$ cat config.mk
export PLATFORM = sky130hd
export DESIGN_NAME = alu_64
export DESIGN_NICKNAME = d
export VERILOG_FILES = /design/src/rtl/alu_pkg.sv /design/src/rtl/alu_bitslice.sv /design/src/rtl/alu_64.sv
export SDC_FILE = /design/constraint.sdc
export NUM_CORES = 1
export LEC_CHECK = 0
export CORE_ASPECT_RATIO = 0.9
export CORE_MARGIN = 5
export CORE_UTILIZATION = 35
export CTS_BUF_LIST = sky130_fd_sc_hd__clkbuf_16
export CTS_CLUSTER_SIZE = 24
export DETAILED_ROUTE_END_ITERATION = 7
export GPL_TIMING_DRIVEN = 0
export RECOVER_POWER = 100
export SLEW_MARGIN = 10
export SYNTH_ARGS = -nofsm -noshare
export SYNTH_HDL_FRONTEND = slang
export SYNTH_HIERARCHICAL = 1
export SYNTH_SLANG_ARGS = --single-unit
$ cat constraint.sdc
create_clock -name clk -period 0.9 [get_ports clk]
set_clock_uncertainty 0.05 [all_clocks]
set_input_delay 0.225 -clock clk [delete_from_list [all_inputs] [get_ports clk]]
set_output_delay 0.225 -clock clk [all_outputs]
set_load 0.02 [all_outputs]
$ cat src/rtl/alu_pkg.sv
// Shared opcodes, widths and slice-level types for the 64-bit execute-stage ALU.
package alu_pkg;

    localparam int unsigned WIDTH = 64;

    localparam logic [2:0] ALU_PASS_B   = 3'b000;
    localparam logic [2:0] ALU_ADD      = 3'b010;
    localparam logic [2:0] ALU_SUBTRACT = 3'b011;
    localparam logic [2:0] ALU_AND      = 3'b100;
    localparam logic [2:0] ALU_OR       = 3'b101;
    localparam logic [2:0] ALU_XOR      = 3'b110;
    localparam logic [2:0] ALU_SLT      = 3'b111;

    typedef enum logic [2:0] {
        SL_PASS_B = 3'd0,
        SL_AND    = 3'd1,
        SL_OR     = 3'd2,
        SL_XOR    = 3'd3,
        SL_SUM    = 3'd4
    } slice_op_e;

    typedef struct packed {
        logic negative;
        logic zero;
        logic overflow;
        logic carry_out;
    } alu_flags_t;

endpackage

$ cat src/rtl/alu_bitslice.sv
// One-bit ALU slice: logic ops plus a full adder with optional B inversion.
module alu_bitslice
    import alu_pkg::*;
(
    input  logic      i_a,
    input  logic      i_b,
    input  logic      i_cin,
    input  logic      i_binv,
    input  slice_op_e i_op,
    output logic      o_res_c,
    output logic      o_cout_c
);

    logic w_b;

    assign w_b      = i_b ^ i_binv;
    assign o_cout_c = (i_a & w_b) | (i_cin & (i_a ^ w_b));

    always_comb begin
        o_res_c = 1'b0;
        case (i_op)
            SL_PASS_B: o_res_c = i_b;
            SL_AND:    o_res_c = i_a & i_b;
            SL_OR:     o_res_c = i_a | i_b;
            SL_XOR:    o_res_c = i_a ^ i_b;
            SL_SUM:    o_res_c = i_a ^ w_b ^ i_cin;
            default:   o_res_c = 1'b0;
        endcase
    end

endmodule

$ cat src/rtl/alu_64.sv
// 64-bit registered ALU built from a ripple chain of alu_bitslice instances.
// Define ALU_SLT_EN to make opcode 111 a signed set-less-than.
module alu_64
    import alu_pkg::*;
(
    input  logic             clk,
    input  logic             rst_n,
    input  logic [WIDTH-1:0] A,
    input  logic [WIDTH-1:0] B,
    input  logic [2:0]       cntrl,
    output logic [WIDTH-1:0] result,
    output logic             negative,
    output logic             zero,
    output logic             overflow,
    output logic             carry_out
);

    slice_op_e        w_slice_op;
    logic             w_binv;
    logic [WIDTH:0]   w_carry;
    logic [WIDTH-1:0] w_slice_res;
    logic             w_add_ovf;
    logic [WIDTH-1:0] w_next_res;
    logic             w_next_ovf;
    logic             w_next_cout;
    logic [WIDTH-1:0] r_result;
    alu_flags_t       r_flags;

    // Subtract (and SLT) reuse the adder as A + ~B + 1.
    always_comb begin
        w_slice_op = SL_PASS_B;
        w_binv     = 1'b0;
        case (cntrl)
            ALU_PASS_B:   w_slice_op = SL_PASS_B;
            ALU_ADD:      w_slice_op = SL_SUM;
            ALU_SUBTRACT: begin
                w_slice_op = SL_SUM;
                w_binv     = 1'b1;
            end
            ALU_AND:      w_slice_op = SL_AND;
            ALU_OR:       w_slice_op = SL_OR;
            ALU_XOR:      w_slice_op = SL_XOR;
`ifdef ALU_SLT_EN
            ALU_SLT: begin
                w_slice_op = SL_SUM;
                w_binv     = 1'b1;
            end
`endif
            default:      w_slice_op = SL_PASS_B;
        endcase
    end

    assign w_carry[0] = w_binv;

    for (genvar gi = 0; gi < WIDTH; gi++) begin : g_slice
        alu_bitslice u_slice (
            .i_a      (A[gi]),
            .i_b      (B[gi]),
            .i_cin    (w_carry[gi]),
            .i_binv   (w_binv),
            .i_op     (w_slice_op),
            .o_res_c  (w_slice_res[gi]),
            .o_cout_c (w_carry[gi+1])
        );
    end

    assign w_add_ovf = w_carry[WIDTH-1] ^ w_carry[WIDTH];

    // Select the value and arithmetic flags to be captured this edge.
    always_comb begin
        w_next_res  = '0;
        w_next_ovf  = 1'b0;
        w_next_cout = 1'b0;
        case (cntrl)
            ALU_PASS_B, ALU_AND, ALU_OR, ALU_XOR: w_next_res = w_slice_res;
            ALU_ADD, ALU_SUBTRACT: begin
                w_next_res  = w_slice_res;
                w_next_ovf  = w_add_ovf;
                w_next_cout = w_carry[WIDTH];
            end
`ifdef ALU_SLT_EN
            ALU_SLT: w_next_res = WIDTH'(w_slice_res[WIDTH-1] ^ w_add_ovf);
`endif
            default: w_next_res = '0;
        endcase
    end

    // Reset value keeps zero consistent with a cleared result.
    always_ff @(posedge clk or negedge rst_n) begin
        if (!rst_n) begin
            r_result          <= '0;
            r_flags.negative  <= 1'b0;
            r_flags.zero      <= 1'b1;
            r_flags.overflow  <= 1'b0;
            r_flags.carry_out <= 1'b0;
        end else begin
            r_result          <= w_next_res;
            r_flags.negative  <= w_next_res[WIDTH-1];
            r_flags.zero      <= (w_next_res == '0);
            r_flags.overflow  <= w_next_ovf;
            r_flags.carry_out <= w_next_cout;
        end
    end

    assign result    = r_result;
    assign negative  = r_flags.negative;
    assign zero      = r_flags.zero;
    assign overflow  = r_flags.overflow;
    assign carry_out = r_flags.carry_out;

endmodule

=== Word-level counts from Yosys, hierarchy flattened ===
Cells that the tools add are included.

* Shifts and indexed selects: 0
* Multipliers: 0
* Multiplexer cells: 69
* Reduce and logical (&&, ||, !) cells: 5
* Div/mod/pow operators: 0
* Magnitude comparators: 0
* $add $sub $neg: 0
* Equal/unequal tests: 9
* Bitwise gates (word level): 577

{| class="wikitable"
|+ Operator list
! cell !! number
|-
| 1-bit case mux with 5 select lines || 64
|-
| 1-bit bitwise XOR || 257
|-
| 1-bit bitwise AND || 192
|-
| 1-bit bitwise OR || 128
|-
| 64-bit logical NOT || 1
|-
| 64-bit 2-to-1 mux || 1
|-
| 3-bit by 2-bit == test with 1-bit output (second input constant) || 4
|-
| 3-bit == test (second input constant) || 4
|-
| 3-bit case mux with 4 select lines || 1
|-
| 3-bit logical NOT || 2
|-
| 6-bit OR reduction || 1
|-
| 3-bit by 1-bit == test with 1-bit output (second input constant) || 1
|-
| 1-bit 2-to-1 mux || 3
|-
| 2-bit OR reduction || 1
|}

* Bits in latches: 0
* Flip-flop bits (word level): 68
* ROM bits: 0
* Bits of input ports: 133
* RAM bits: 0
* Output and inout port bits: 68
* Memories: 0

=== Depth between registers and ports, before layout ===
Gate-level depths: netlist (run 1).

* Depth in word-level cells: 134
* Gate-level depth with buffers: 198

=== By module ===
Netlist (run 1), hierarchy kept.

{| class="wikitable"
|+ By module, submodules not included
! module !! seq. area each (sq um) !! instances !! area an instance (sq um) !! cells each
|-
| alu_bitslice at g_slice[0].u_slice ... || 0.0 || 38 || 131.4 || 15
|-
| alu_bitslice at g_slice[29].u_slice ... || 0.0 || 26 || 118.9 || 14
|-
| alu_64 || 1677.9 || 1 || 2356.0 || 170
|}

=== Worst setup path after synthesis (run 1) ===
OpenSTA, ideal clock, no wires.

* Path kind: input to register
* Start point: input cntrl[2]
* End point: register, netlist name zero
* Setup time: 0.097 ns
* Data arrival time: 40.006 ns
* Cell stages on the path: 198
* Path buffers: 0
* Path slack: -39.254 ns
* Required time: 0.753 ns
* Cells stage by stage: nor2b_1 and2_1 xnor2_1 fa_1 inv_1 inv_1 fa_1 inv_1 inv_1 fa_1 inv_1 inv_1 fa_1 inv_1 inv_1 fa_1 inv_1 inv_1 [162 not listed] fa_1 inv_1 inv_1 fa_1 inv_1 inv_1 fa_1 inv_1 inv_1 fa_1 inv_1 inv_1 fa_1 o21a_1 o31ai_2 nor4_2 nand4_1 o41ai_2

* Cells in the longest elaborated chain, start to end: 134

{| class="wikitable"
|+ Ends and longest elaborated chain
! what !! line !! RTL
|-
| start: declaration || alu_64.sv:10 || <nowiki>input logic [2:0] cntrl,</nowiki>
|-
| 3-bit by 2-bit == test with 1-bit output * || alu_64.sv:33 || <nowiki>case (cntrl)</nowiki>
|-
| 1-bit 2-to-1 mux * || alu_64.sv:33 ||
|-
| named net w_binv || alu_64.sv:19 || <nowiki>logic w_binv;</nowiki>
|-
| 1-bit bitwise XOR || alu_bitslice.sv:16 || <nowiki>assign w_b = i_b ^ i_binv;</nowiki>
|-
| 1-bit bitwise XOR || alu_bitslice.sv:17 || <nowiki>assign o_cout_c = (i_a & w_b) | (i_cin & (i_a ^ w_b));</nowiki>
|-
| 1-bit bitwise AND || alu_bitslice.sv:17 ||
|-
| 1-bit bitwise OR * || alu_bitslice.sv:17 ||
|-
| named net w_carry[1] || alu_64.sv:20 || <nowiki>logic [WIDTH:0] w_carry;</nowiki>
|-
| [2 not listed] || -- ||
|-
| named net w_carry[2] || alu_64.sv:20 ||
|-
| [2 not listed] || -- ||
|-
| named net w_carry[3] || alu_64.sv:20 ||
|-
| [2 not listed] || -- ||
|-
| named net w_carry[4] || alu_64.sv:20 ||
|-
| [2 not listed] || -- ||
|-
| named net w_carry[5] || alu_64.sv:20 ||
|-
| [2 not listed] || -- ||
|-
| named net w_carry[6] || alu_64.sv:20 ||
|-
| [2 not listed] || -- ||
|-
| named net w_carry[7] || alu_64.sv:20 ||
|-
| [2 not listed] || -- ||
|-
| named net w_carry[8] || alu_64.sv:20 ||
|-
| [2 not listed] || -- ||
|-
| named net w_carry[9] || alu_64.sv:20 ||
|-
| [2 not listed] || -- ||
|-
| named net w_carry[10] || alu_64.sv:20 ||
|-
| [2 not listed] || -- ||
|-
| named net w_carry[11] || alu_64.sv:20 ||
|-
| [2 not listed] || -- ||
|-
| named net w_carry[12] || alu_64.sv:20 ||
|-
| [2 not listed] || -- ||
|-
| named net w_carry[13] || alu_64.sv:20 ||
|-
| [2 not listed] || -- ||
|-
| named net w_carry[14] || alu_64.sv:20 ||
|-
| [2 not listed] || -- ||
|-
| named net w_carry[15] || alu_64.sv:20 ||
|-
| [2 not listed] || -- ||
|-
| named net w_carry[16] || alu_64.sv:20 ||
|-
| [2 not listed] || -- ||
|-
| named net w_carry[17] || alu_64.sv:20 ||
|-
| [2 not listed] || -- ||
|-
| named net w_carry[18] || alu_64.sv:20 ||
|-
| [2 not listed] || -- ||
|-
| named net w_carry[19] || alu_64.sv:20 ||
|-
| [2 not listed] || -- ||
|-
| named net w_carry[20] || alu_64.sv:20 ||
|-
| [2 not listed] || -- ||
|-
| named net w_carry[21] || alu_64.sv:20 ||
|-
| [2 not listed] || -- ||
|-
| named net w_carry[22] || alu_64.sv:20 ||
|-
| [2 not listed] || -- ||
|-
| named net w_carry[23] || alu_64.sv:20 ||
|-
| [2 not listed] || -- ||
|-
| named net w_carry[24] || alu_64.sv:20 ||
|-
| [2 not listed] || -- ||
|-
| named net w_carry[25] || alu_64.sv:20 ||
|-
| [2 not listed] || -- ||
|-
| named net w_carry[26] || alu_64.sv:20 ||
|-
| [2 not listed] || -- ||
|-
| named net w_carry[27] || alu_64.sv:20 ||
|-
| [2 not listed] || -- ||
|-
| named net w_carry[28] || alu_64.sv:20 ||
|-
| [2 not listed] || -- ||
|-
| named net w_carry[29] || alu_64.sv:20 ||
|-
| [2 not listed] || -- ||
|-
| named net w_carry[30] || alu_64.sv:20 ||
|-
| [2 not listed] || -- ||
|-
| named net w_carry[31] || alu_64.sv:20 ||
|-
| [2 not listed] || -- ||
|-
| named net w_carry[32] || alu_64.sv:20 ||
|-
| [2 not listed] || -- ||
|-
| named net w_carry[33] || alu_64.sv:20 ||
|-
| [2 not listed] || -- ||
|-
| named net w_carry[34] || alu_64.sv:20 ||
|-
| [2 not listed] || -- ||
|-
| named net w_carry[35] || alu_64.sv:20 ||
|-
| [2 not listed] || -- ||
|-
| named net w_carry[36] || alu_64.sv:20 ||
|-
| [2 not listed] || -- ||
|-
| named net w_carry[37] || alu_64.sv:20 ||
|-
| [2 not listed] || -- ||
|-
| named net w_carry[38] || alu_64.sv:20 ||
|-
| [2 not listed] || -- ||
|-
| named net w_carry[39] || alu_64.sv:20 ||
|-
| [2 not listed] || -- ||
|-
| named net w_carry[40] || alu_64.sv:20 ||
|-
| [2 not listed] || -- ||
|-
| named net w_carry[41] || alu_64.sv:20 ||
|-
| [2 not listed] || -- ||
|-
| named net w_carry[42] || alu_64.sv:20 ||
|-
| [2 not listed] || -- ||
|-
| named net w_carry[43] || alu_64.sv:20 ||
|-
| [2 not listed] || -- ||
|-
| named net w_carry[44] || alu_64.sv:20 ||
|-
| [2 not listed] || -- ||
|-
| named net w_carry[45] || alu_64.sv:20 ||
|-
| [2 not listed] || -- ||
|-
| named net w_carry[46] || alu_64.sv:20 ||
|-
| [2 not listed] || -- ||
|-
| named net w_carry[47] || alu_64.sv:20 ||
|-
| [2 not listed] || -- ||
|-
| named net w_carry[48] || alu_64.sv:20 ||
|-
| [2 not listed] || -- ||
|-
| named net w_carry[49] || alu_64.sv:20 ||
|-
| [2 not listed] || -- ||
|-
| named net w_carry[50] || alu_64.sv:20 ||
|-
| [2 not listed] || -- ||
|-
| named net w_carry[51] || alu_64.sv:20 ||
|-
| [2 not listed] || -- ||
|-
| named net w_carry[52] || alu_64.sv:20 ||
|-
| [2 not listed] || -- ||
|-
| named net w_carry[53] || alu_64.sv:20 ||
|-
| [2 not listed] || -- ||
|-
| named net w_carry[54] || alu_64.sv:20 ||
|-
| [2 not listed] || -- ||
|-
| named net w_carry[55] || alu_64.sv:20 ||
|-
| [2 not listed] || -- ||
|-
| named net w_carry[56] || alu_64.sv:20 ||
|-
| [2 not listed] || -- ||
|-
| named net w_carry[57] || alu_64.sv:20 ||
|-
| [2 not listed] || -- ||
|-
| named net w_carry[58] || alu_64.sv:20 ||
|-
| [2 not listed] || -- ||
|-
| named net w_carry[59] || alu_64.sv:20 ||
|-
| [2 not listed] || -- ||
|-
| named net w_carry[60] || alu_64.sv:20 ||
|-
| [2 not listed] || -- ||
|-
| named net w_carry[61] || alu_64.sv:20 ||
|-
| [2 not listed] || -- ||
|-
| named net w_carry[62] || alu_64.sv:20 ||
|-
| 1-bit bitwise AND * || alu_bitslice.sv:17 ||
|-
| 1-bit bitwise OR * || alu_bitslice.sv:17 ||
|-
| named net w_carry[63] || alu_64.sv:20 ||
|-
| 1-bit bitwise XOR * || alu_bitslice.sv:26 || <nowiki>SL_SUM: o_res_c = i_a ^ w_b ^ i_cin;</nowiki>
|-
| 1-bit case mux with 5 select lines * || alu_bitslice.sv:21 || <nowiki>case (i_op)</nowiki>
|-
| named net w_slice_res[63] || alu_64.sv:21 || <nowiki>logic [WIDTH-1:0] w_slice_res;</nowiki>
|-
| 64-bit 2-to-1 mux * || alu_64.sv:74 || <nowiki>case (cntrl)</nowiki>
|-
| 64-bit logical NOT * || alu_64.sv:99 || <nowiki>r_flags.zero <= (w_next_res == '0);</nowiki>
|}

Mark *: on every way through the listed nets, which the timed path passes. The rest lies on a longest branch.

==> flow_summary.ini, run 1 <==
[detailed_routing]
ant_nets = 0
wl_per_cell_um = 15.96
vias_per_cell = 4.758
vias = 8341
drt-initial-drc-count = 266
drt_pass1_iterations = 4
wirelength_mm = 27.99
drc_errors = 0

[synthesis]
synth-simple-area-share_pct = 24.39
yosys_warnings = 6
synthAdderAreaFrac_pct = 27.62
yosysTopAreaCellShare_pct = 15.82
synth-main-ff-cell = dfrtp_1
yosys.area.top_type = dfrtp_1
synth_most_common_cell = inv_1
syn_nets = 1429
synth.yosys.seq_area_share_pct = 16.07
ys_top_cells_by_count = inv_1, ha_1, nand2b_1, and2_1, dfrtp_1
synth_edf_count = 0
synthMuxAreaShare_pct = 2.493
synth.area.top_cells = dfrtp_1, ha_1, fa_1, inv_1, nand2b_1
synth_top_family_by_area = adder cells
synth.distinct_cells = 26
synth_xor_area_share_pct = 5.621
synth-seq-cells = 67
synth-compound-area-share_pct = 14.18
syn_inst = 1104
synthArstFlopShare_pct = 100.0
postSynthAreaPerCell_um2 = 9.455
netlist_area_mm2 = 0.01044

[timing]
fmax_mhz = 33.78
maxSlewViolCount = 0
period_share_pct = 3290
relSlewSlack_pct = 43.93
rsz0062_at_grt = true
fin_ws_ps = -28710
final.setup.tns_ps = -1037220
hold_viol_final = 17
whs_ps = -199.3
period_minus_slack_ps = 29610
setup_viol = 135
worst_pin_slew_ps = 833.4

[critical_path]
crit_path_end_kind = flip-flop
cp_data_required_time_ps = 1090
criticalPathCategory = in -> reg
worstPathMaxFanout = 3
crit_path_top_delay_cell = fa_1
cp.arrival_ps = 29790
slowest_delay_ps = 500
crit_top_cell = inv_2
cp-start-kind = primary input

[power]
vdd_drop_max_mv = 0.8132
p_per_area_mw_per_mm2 = 1078
p_leak_nw = 6.223

[floorplanning]
ios = 201
die-area_mm2 = 0.03338
core-area_mm2 = 0.02965
initial_core_util_pct = 35.20
die_x_um = 192.0
num_rows = 60
fp.dieH_um = 173.8

[grt]
grt_use_total_pct = 16.99
antenna_found_initial = 2
grt_pass1_vias = 8659
grt_pass1_wl_mm = 46.07
grt_max_degree = 72
grt-ovfl-total = 0

[status]
violations = hold timing, setup timing
status = finished with violations

[cts]
cts-root-buf = clkbuf_16
clock_path_buffers = 2
cts.reportedPaths.clkPinSlew_ps = 60
clkSinkCount = 67
cts_made_buffers = 9
htree_num_levels = 3
cts_tree = done

[placement]
routabilityCongestion = 0.7747
dp_hpwl_mm = 20.96
numPortBuffers = 200
pre_cts_slack_ps = -32460

[job]
cap_violations = 0

[finish]
utilization_pct = 48.48
num-fill-cells = 2768
nets = 1669
drive_gt1_share_pct = 34.35
area_growth_syn_to_layout_pct = 37.71

[hold_path]
hp-class = in -> async
==> power by group <==
group | leakage (nW) | internal (mW) | switching [mW]
sequential | 0.842 | 3.45 | 0.237
combinational | 5.24 | 4.03 | 4.18
clock | 0.140 | 2.11 | 1.48
total | 6.22 | 9.60 | 5.90
==> routing by layer <==
| metal | wire length (µm) | GRT usage [%] | up-vias |
|---|---|---|---|
| met4 | 429 | 4.516 | 0 |
| met5 | 0 | 0 | - |
| li1 | - | - | 4148 |
| met1 | 13160 | 23.37 | 4052 |
| met2 | 13520 | 28.36 | 119 |
| met3 | 876 | 1.933 | 22 |
==> placed cells by master, fill, tap and decap left out, types with 6 or more instances in the layout <==
cell type,netlist,final
a211oi_2,38,38
and2_1,68,64
buf_12,0,9
buf_16,0,9
buf_4,2,9
buf_6,0,69
clkbuf_16,0,9
clkbuf_2,5,6
clkdlybuf4s50_1,0,127
dfrtp_1,66,66
fa_2,0,63
ha_1,128,128
inv_1,256,128
inv_2,0,129
mux2i_1,26,26
nand2b_1,128,128
nand4b_1,64,64
nor2b_2,38,38
nor4_1,12,12
o21a_1,38,38
o311ai_1,26,14
o311ai_4,0,11
o31ai_2,38,29
o31ai_4,0,9
or4b_1,26,15
or4b_4,0,11
xnor2_1,65,64
==> registers in the layout, summed over array words and instances (netlist names) <==
| register | cells |
|---|---|
| zero | 1 |
| result | 63 |
| carry_out | 1 |
| overflow | 1 |
| negative | 1 |
==> layout make-up <==
class                           count  area (µm²)  area share [%]
Multi-Input combinational cell    774        8274           57.56
Timing Repair Buffer              228        2621           18.23
Sequential cell                    67        1678           11.67
Inverter                          256       960.9           6.685
Tap cell                          403       504.2           3.508
Clock buffer                        9       225.2           1.567
Clock inverter                      6       58.81          0.4091
Buffer                              8       47.55          0.3308
Antenna cell                        2       5.005         0.03482
==> kinds of logic after synthesis <==
logic type | Yosys count
multiplexers | 26
buffers and inverters | 264
XOR/XNOR | 67
AO/OA/AOI/OAI | 141
flip-flops | 67
adder cells (fa/ha/maj) | 192
AND/OR/NAND/NOR | 347
==> worst max-delay path: cells and delay by family <==
kind | cells | cell delay [ps]
compound gates | 3 | 480
xor+xnor | 1 | 140
fa+ha+maj | 64 | 22300
buf+inv | 128 | 5950
simple gates | 4 | 620
==> repair_timing <==
item | CTS | global route
pin swaps | 89 | 23
resized for setup | 472 | 10
endpoints found under the hold margin | 17 | 17
buffers inserted | 7 | 1
cloned | 2 | 0
setup endpoints to repair | 135 | 135
==> how the worst max path moves through the flow <==
| stage | start | endpoint | slack, ps | cells after the start |
|---|---|---|---|---|
| after CTS | cntrl[1] | zero | -28960 | 200 |
| after global placement | cntrl[1] | zero | -36970 | 199 |
| after global routing | cntrl[1] | zero | -29970 | 200 |
| after detailed placement | cntrl[1] | zero | -32460 | 200 |
| final | cntrl[1] | zero | -28710 | 200 |
| after floorplan | cntrl[1] | zero | -33140 | 198 |
==> metrics by stage <==
step | power, mW | std cells | area (µm²) | hold slack (ps)
floorplan | 8.479 | 1104 | 10610 | -120.6
global placement | 11.25 | 1707 | 13120 | 1041
detailed placement | 11.48 | 1726 | 13580 | 81.22
CTS | 15.72 | 1750 | 14330 | -294.1
global route | 16.68 | 1753 | 14380 | -163.5
finish | 15.50 | 1753 | 14380 | -199.3
No activity file was read; power rests on OpenSTA's default activity.
==> run 2: changes to the inputs <==
- CORE_ASPECT_RATIO: 0.9 -> 0.6
- SYNTH_HIERARCHICAL: 1 -> default
- TNS_END_PERCENT: default -> 50
==> run 2 against run 1 <==
Net effect:
- critical path type unchanged
- sequential power shrank 3%
- largest power group unchanged
- fmax grew 19%
- the flow still finishes with violations (hold timing, setup timing)
- routed wire length grew 24%
- core utilization grew 1.7 points
- die area shrank 16%
==> flow_summary.ini, run 2 <==
[power]
vdd_drop_max_mv = 0.8350
p_per_area_mw_per_mm2 = 1186
p_leak_nw = 5.641

[floorplanning]
core-area_mm2 = 0.02422
ios = 201
initial_core_util_pct = 35.59
die-area_mm2 = 0.02798
die_x_um = 212.6
fp.dieH_um = 131.6
num_rows = 44

[critical_path]
cp_data_required_time_ps = 1130
crit_top_cell = fa_2
cpLargestDelayFamily = adder cells
criticalPathCategory = in -> reg
cp.arrival_ps = 25050
worstPathMaxFanout = 3
crit_path_end_kind = flip-flop
crit_path_top_delay_cell = nor3_1
crit_buf_inv = 6
slowest_delay_ps = 480
cp-start-kind = primary input

[status]
status = finished with violations
violations = hold timing, setup timing

[grt]
grt-ovfl-total = 0
grt_pass1_wl_mm = 51.22
antenna_found_initial = 3
grt_max_degree = 40
grt_pass1_vias = 8087
grt_use_total_pct = 24.48

[timing]
period_share_pct = 2758
fin_ws_ps = -23920
hold_viol_final = 38
worst_pin_slew_ps = 1101
maxSlewViolCount = 0
relSlewSlack_pct = 26.58
period_minus_slack_ps = 24820
whs_ps = -65.99
setup_viol = 135
fmax_mhz = 40.29
rsz0062_at_grt = true

[synthesis]
synth-seq-cells = 67
yosysTopAreaCellShare_pct = 19.16
syn_inst = 955
syn_nets = 1279
yosys_warnings = 0
synth.yosys.seq_area_share_pct = 19.46
synth.area.top_cells = dfrtp_1, ha_1, fa_1, mux2i_1, inv_1
synthArstFlopShare_pct = 100.0
ys_top_cells_by_count = inv_1, ha_1, a21oi_1, nor2_1, mux2i_1
synth.distinct_cells = 47
synth_most_common_cell = inv_1
postSynthAreaPerCell_um2 = 9.028
yosys.area.top_type = dfrtp_1
synth_edf_count = 0
synth-main-ff-cell = dfrtp_1
netlist_area_mm2 = 0.008622

[placement]
numPortBuffers = 198
dp_hpwl_mm = 27.14
routabilityCongestion = 0.9196
pre_cts_slack_ps = -26160
placedInstanceArea_mm2 = 0.01140

[detailed_routing]
drt-initial-drc-count = 770
drt_pass1_iterations = 5
drc_errors = 0
vias = 8009
wl_per_cell_um = 23.10
vias_per_cell = 5.325
wirelength_mm = 34.75
ant_nets = 0

[cts]
cts_tree = done
cts.reportedPaths.clkPinSlew_ps = 70
clock_path_buffers = 2
htree_num_levels = 3
cts_made_buffers = 9
cts-root-buf = clkbuf_16
clkSinkCount = 67

[job]
cap_violations = 0

[finish]
num-fill-cells = 2271
final_common_cell = inv_1
largest_reg_flops = 63
antenna_cells = 0
nets = 1501
design_area_mm2 = 0.01215
drive_gt1_share_pct = 26.23
layout_common_cells = inv_1, ha_1, clkdlybuf4s50_1
area_growth_syn_to_layout_pct = 40.88

[hold_path]
hp-class = in -> async
==> run 2: changes by cell type in the layout (fill, tap and decap cells not counted), moves of 45 or more <==
cell / before / now
a21oi_1: 0 / 54
buf_2: 1 / 64
nand2b_1: 128 / 1
nand4b_1: 64 / 1
inv_2: 129 / 3
mux2i_1: 26 / 71
and2_1: 64 / 0
nor2_1: 0 / 80
buf_6: 69 / 22
==> run 2: path summary, 6_finish.rpt <==
kind,endpoint,depth (start not counted),startpoint,slack (ps)
max,zero,76,cntrl[2],-23920
min,result[46],1,rst_n,-70
max in group asynchronous,zero,2,rst_n,120
min in group clk,result[14],5,cntrl[1],370
==> run 2: what timing repair did <==
item | CTS | global route
setup endpoints to repair | 135 | 135
endpoints found under the hold margin | 38 | 38
pin swaps | 86 | 19
gates resized for setup | 422 | 58
buffers inserted | 11 | 1
==> run 2: layer usage <==
| metal | vias to the layer above | global-route usage [%] | wire, µm |
|---|---|---|---|
| met4 | 6 | 3.766 | 448 |
| met3 | 40 | 8.576 | 3911 |
| met5 | - | 0 | 39 |
| met2 | 367 | 33.65 | 13980 |
| li1 | 3632 | - | - |
| met1 | 3964 | 37.40 | 16370 |
==> run 2: area by class of cell <==
| class | count | area [µm²] | area share (%) |
|---|---|---|---|
| buffer | 53 | 464.2 | 3.822 |
| clock buffer | 9 | 225.2 | 1.854 |
| clock inverter | 7 | 37.54 | 0.3090 |
| inverter | 151 | 566.8 | 4.666 |
| multi-input combinational | 684 | 6905 | 56.85 |
| sequential | 67 | 1678 | 13.81 |
| tap | 322 | 402.9 | 3.317 |
| timing repair buffer | 211 | 1867 | 15.37 |
==> run 2: kinds of logic (layout without fill, tap and decap cells) <==
| logic type | Yosys count | after routing | share of synthesized area [%] |
|---|---|---|---|
| flip-flops | 67 | 67 | 19.46 |
| XOR/XNOR | 64 | 64 | 6.501 |
| AO/OA/AOI/OAI | 191 | 191 | 13.64 |
| AND/OR/NAND/NOR | 164 | 164 | 8.577 |
| multiplexers | 74 | 74 | 8.634 |
| adder cells (fa/ha/maj) | 191 | 191 | 33.20 |
| buffers and inverters | 204 | 431 | 9.984 |
==> run 2: stage by stage <==
| stage | std cells | TNS [ps] | hold slack, ps | power [mW] | utilization, % |
|---|---|---|---|---|---|
| 6_report | 1504 | -849750 | -65.99 | 14.40 | 50.14 |
| 3_5_place_dp | 1476 | -971380 | 190.2 | 10.49 | 47.06 |
| 5_1_grt | 1504 | -866640 | 38.95 | 15.25 | 50.14 |
| 2_1_floorplan | 955 | -856150 | -120.6 | 7.345 | - |
| 4_1_cts | 1503 | -846890 | -199.3 | 14.01 | 48.90 |
| 3_3_place_gp | 1475 | -1177350 | 704.7 | 10.39 | 46.98 |
==> run 2: power breakdown <==
group	internal, mW	total [mW]	leakage (nW)	switching [mW]
clock	1.83	3.35	0.135	1.52
combinational	3.26	7.46	4.67	4.20
sequential	3.44	3.59	0.834	0.153
total	8.53	14.4	5.64	5.87
